==> config.mk <==
export PLATFORM = sky130hd
export DESIGN_NAME = matrix_operand_loader
export DESIGN_NICKNAME = d
export VERILOG_FILES = /design/src/rtl/matrix_operand_loader.sv
export SDC_FILE = /design/constraint.sdc
export NUM_CORES = 1
export LEC_CHECK = 0
export BUFFER_PORTS_ARGS = -buffer_cell sky130_fd_sc_hd__buf_2
export CAP_MARGIN = 20
export CORE_MARGIN = 4
export CORE_UTILIZATION = 25
export DETAILED_ROUTE_END_ITERATION = 12
export GPL_ROUTABILITY_DRIVEN = 1
export GPL_TIMING_DRIVEN = 0
export PLACE_DENSITY_LB_ADDON = 0.3
export SLEW_MARGIN = 20
export SYNTH_ARGS = -nofsm -noshare
export SYNTH_HDL_FRONTEND = slang
export SYNTH_SLANG_ARGS = --single-unit
==> constraint.sdc <==
create_clock -name Clk -period 2.75 [get_ports Clk]
set_input_delay 0.4125 -clock Clk [delete_from_list [all_inputs] [get_ports Clk]]
set_output_delay 0.4125 -clock Clk [all_outputs]
set_load 0.02 [all_outputs]
==> src/rtl/matrix_operand_loader.sv <==
// matrix_operand_loader: packs streamed element pairs into lane vectors and launches the multiplier array
module matrix_operand_loader #(
  parameter int INPUT_PORTS = 4,
  parameter int BIT_LENGTH = 8
) (
  input  logic                              Clk,
  input  logic                              Rst,
  input  logic                              in_valid,
  output logic                              in_ready,
  input  logic [BIT_LENGTH-1:0]             in_multiplier,
  input  logic [BIT_LENGTH-1:0]             in_multiplicand,
  input  logic                              in_last,
  input  logic [INPUT_PORTS-1:0]            mult_ready,
  output logic [INPUT_PORTS*BIT_LENGTH*2-1:0] multiplier_out,
  output logic [INPUT_PORTS*BIT_LENGTH*2-1:0] multiplicand_out,
  output logic                              m_start,
  output logic                              busy,
  output logic [15:0]                       vec_count
);
  localparam int CW = INPUT_PORTS > 1 ? $clog2(INPUT_PORTS) : 1;
  typedef enum logic [1:0] {IDLE, FILL, LAUNCH, WAIT} state_t;
  state_t state, state_nx;
  logic [CW-1:0] cnt;
  logic [INPUT_PORTS-1:0][BIT_LENGTH-1:0] mr, md;
  logic xfer, done;
  assign xfer = in_valid & in_ready;
  assign done = xfer & (cnt == CW'(INPUT_PORTS-1) | in_last);
  assign multiplier_out = {{(INPUT_PORTS*BIT_LENGTH){1'b0}}, mr};
  assign multiplicand_out = {{(INPUT_PORTS*BIT_LENGTH){1'b0}}, md};
  always_ff @(posedge Clk)
    if (!Rst) state <= IDLE;
    else state <= state_nx;
  always_comb begin
    state_nx = state;
    case (state)
      IDLE:    state_nx = done ? LAUNCH : xfer ? FILL : IDLE;
      FILL:    state_nx = done ? LAUNCH : FILL;
      LAUNCH:  state_nx = WAIT;
      default: state_nx = &mult_ready ? IDLE : WAIT;
    endcase
  end
  always_comb begin
    in_ready = Rst & (state == IDLE | state == FILL);
    m_start = state == LAUNCH;
    busy = state != IDLE;
  end
  // a lane-0 write clears the other lanes so short vectors read zero above their length
  always_ff @(posedge Clk)
    if (!Rst) begin
      cnt <= '0;
      mr <= '0;
      md <= '0;
      vec_count <= '0;
    end else begin
      if (xfer) begin
        if (cnt == '0) begin
          mr <= '0;
          md <= '0;
        end
        mr[cnt] <= in_multiplier;
        md[cnt] <= in_multiplicand;
        cnt <= done ? '0 : cnt + CW'(1);
      end
      if (state == LAUNCH) vec_count <= vec_count + 16'd1;
    end
endmodule

==> flow_summary_export.csv <==
group,metric,value,unit
outcome,status,"finished clean",
clock_tree,numCtsBuffers,9,
timing,finalHoldViolations,0,
clock_tree,clkSinkCount,84,
timing,max_freq,509.0,MHz
yosys,synthFlopType,"dfxtp_1",
critical_path,path_cells,"nor2b_1 > buf_2 > buf_2",
finish,nNetsFinal,636,
critical_path,cp.required,2.34,ns
yosys,yosysTopAreaCell,"dfxtp_1",
clock_tree,post-cts-setup-buffers,0,
critical_path,slowest_stage,"dfxtp_1",
routing,ant_nets,0,
finish,num_antenna_cells,0,
yosys,yosys.area.top_type_share,45.95,%
yosys,ys_types,36,
critical_path,criticalPathCategory,"flop to primary output",
clock_tree,clock_path_buffers,2,
critical_path,cp_max_fo,10,
yosys,yosys-top-cells-area,"dfxtp_1, buf_4, a22oi_1",
yosys,ys_seq_area_share,45.95,%
yosys,synth_warnings,0,
pwr,peakVddDrop,0.2954,mV
yosys,synth-edff-count,0,
routing,dr_wl_met3,895,um
placement,portBuffers,105,
routing,vias,3373,
timing,fin_worst_skew,0.006936,ns
critical_path,cpMostUsedCell,"buf_2",
clock_tree,cts_tree,"yes",
global_route,grt.overflow.total,0,
timing,final.setup.tns,0,ns
routing,wl_met2,5216,um
clock_tree,post_cts_resized,0,
placement,gp_congestion,0.8170,
global_route,grt_max_degree,14,
routing,drc,0,
die,dieWidth,129.0,um
timing,holdWs,0.3068,ns
die,io_pins,171,
routing,top_layer_used,"met4",
timing,tightest_slew,0.5695,ns
global_route,grt_pass1_vias,3111,
routing,wl,11140,um
pwr,power_density,582.5,mW/mm^2
yosys,yosys_register_bits,84,
timing,setup_viol,0,
finish,drive_above_1_share,32.68,%
critical_path,critPathCaptureType,"primary output",
routing,vias_per_cell,4.259,
pwr,p_total,2892,uW
pwr,cellLeakagePower,0.002372,uW
global_route,grt_antenna_before_repair,0,
timing,finalCriticalPeriod,1.964,ns
timing,rsz0062_at_grt,"false",
placement,dp_hpwl,8818,um
finish,finalNonFillerCells,792,
critical_path,cp_slowest_stage_delay,0.48,ns
critical_path,arrival,1.55,ns
clock_tree,hold_buffers,0,
die,initial_core_util,25.96,%
routing,wl_met1,4826,um
clock_tree,cts_root_buffer,"clkbuf_16",
finish,fin_util,35.22,%
die,dieArea,0.01664,mm^2
global_route,grt_usage,12.83,%
finish,area_delta_synth_final,35.66,%
placement,dp.cells,776,
routing,drt_first_pass_iters,4,
clock_tree,clkLatencyLatePin,0.34,ns
clock_tree,clk_pin_slew,0.06,ns
die,die_h,129.0,um
run,drv_cap,0,
global_route,grt_pass1_wl,16640,um
die,core_region_area,0.01410,mm^2
timing,slew_violations,0,
routing,wire_per_inst,14.07,um
yosys,synthesis.instances,428,
yosys,syn_area_per_cell,8.551,um^2
clock_tree,htree_levels,3,
timing,period_share,71.43,%
yosys,synthesis.area,0.003660,mm^2
critical_path,start_kind,"flop",
yosys,yosys-top-cells-count,"dfxtp_1, buf_4, nand2_1",
yosys,synthArstFlopShare,0,%
die,rows,43,
timing,relSlewSlack,62.03,%
routing,drt-initial-drc-count,110,
hold_path,min_path_type,"input pin to flop",
yosys,synth.most_common_cell,"dfxtp_1",
-- cells by family (layout without fill, tap and decap cells) --
group                      count (synthesis)  count (layout)  share of synthesized area (%)
and+or+nand+nor                          154             154                          19.49
muxes                                      1               1                         0.2735
adders and majority gates                  5               5                          1.709
DFF                                       84              84                          45.95
AOI/OAI and AO/OA                         80              80                          13.44
other                                      1              64                         0.1025
xor gates and xnor gates                  10              10                          2.393
buffers and inverters                     93             214                          16.65
-- worst paths after layout --
| check | end | depth (start not counted) | slack (ns) | from |
|---|---|---|---|---|
| worst max-delay path | m_start | 3 | 0.79 | state[1]$_SDFF_PN0_ |
| worst min-delay path | cnt[0]$_SDFFE_PN0P_ | 2 | 0.31 | in_last |
| worst max register to register | multiplicand_out[20]$_SDFFE_PN0P_ | 8 | 0.82 | cnt[0]$_SDFFE_PN0P_ |
| worst min register to register | multiplicand_out[28]$_SDFFE_PN0P_ | 2 | 0.45 | multiplicand_out[28]$_SDFFE_PN0P_ |
-- layout make-up --
class,count,area (um^2)
fill,1480,9131
sequential,84,1682
multi-input combinational,314,1605
buffer,89,594.3
timing repair buffer,105,525.5
clock buffer,11,242.7
tap,180,225.2
clock inverter,5,75.07
inverter,4,15.01
-- routing by layer --
| metal | vias to the layer above | GRT usage, % |
|---|---|---|
| li1 | 1683 | - |
| met5 | - | 0 |
| met4 | 0 | 4.324 |
| met2 | 126 | 20.70 |
| met1 | 1550 | 16.50 |
| met3 | 14 | 3.653 |
-- sequential cells by signal, indices dropped and copies added (netlist names) --
| register | cells |
|---|---|
| multiplier_out | 32 |
| vec_count | 16 |
| state | 2 |
| multiplicand_out | 32 |
| cnt | 2 |
-- through the flow --
| stage | setup slack (ns) | instance area, um^2 |
|---|---|---|
| floorplan | 1.163 | 3896 |
| global placement | 0.8983 | 4647 |
| detailed placement | 0.8312 | 4647 |
| CTS | 0.7918 | 4965 |
| global route | 0.6765 | 4965 |
| finish | 0.7856 | 4965 |
-- worst max-delay path: cells and delay by family (launching register included) --
kind | cells | cell delay [ns]
simple gates | 1 | 0.27
buf+inv | 2 | 0.47
flops | 1 | 0.48
-- power breakdown --
group / switching [uW] / leakage [uW] / internal, uW / total [uW]
Sequential: 15.3 / 0.000679 / 1240 / 1250
Clock: 473 / 0.000159 / 815 / 1290
Combinational: 229 / 0.00153 / 121 / 351
-- layout by cell type (no fill, tap or decap), drive strengths merged, types with 3 or more instances in the layout --
cell type    n
ha           5
buf        179
nand3       22
nand2       57
inv          4
o21ai        5
a22oi       32
and4b        4
a21oi       39
dfxtp       84
clkinv       3
xor2         9
nor2        48
clkbuf      26
conb        64
nand4        7
(Power assumes the default switching activity.)
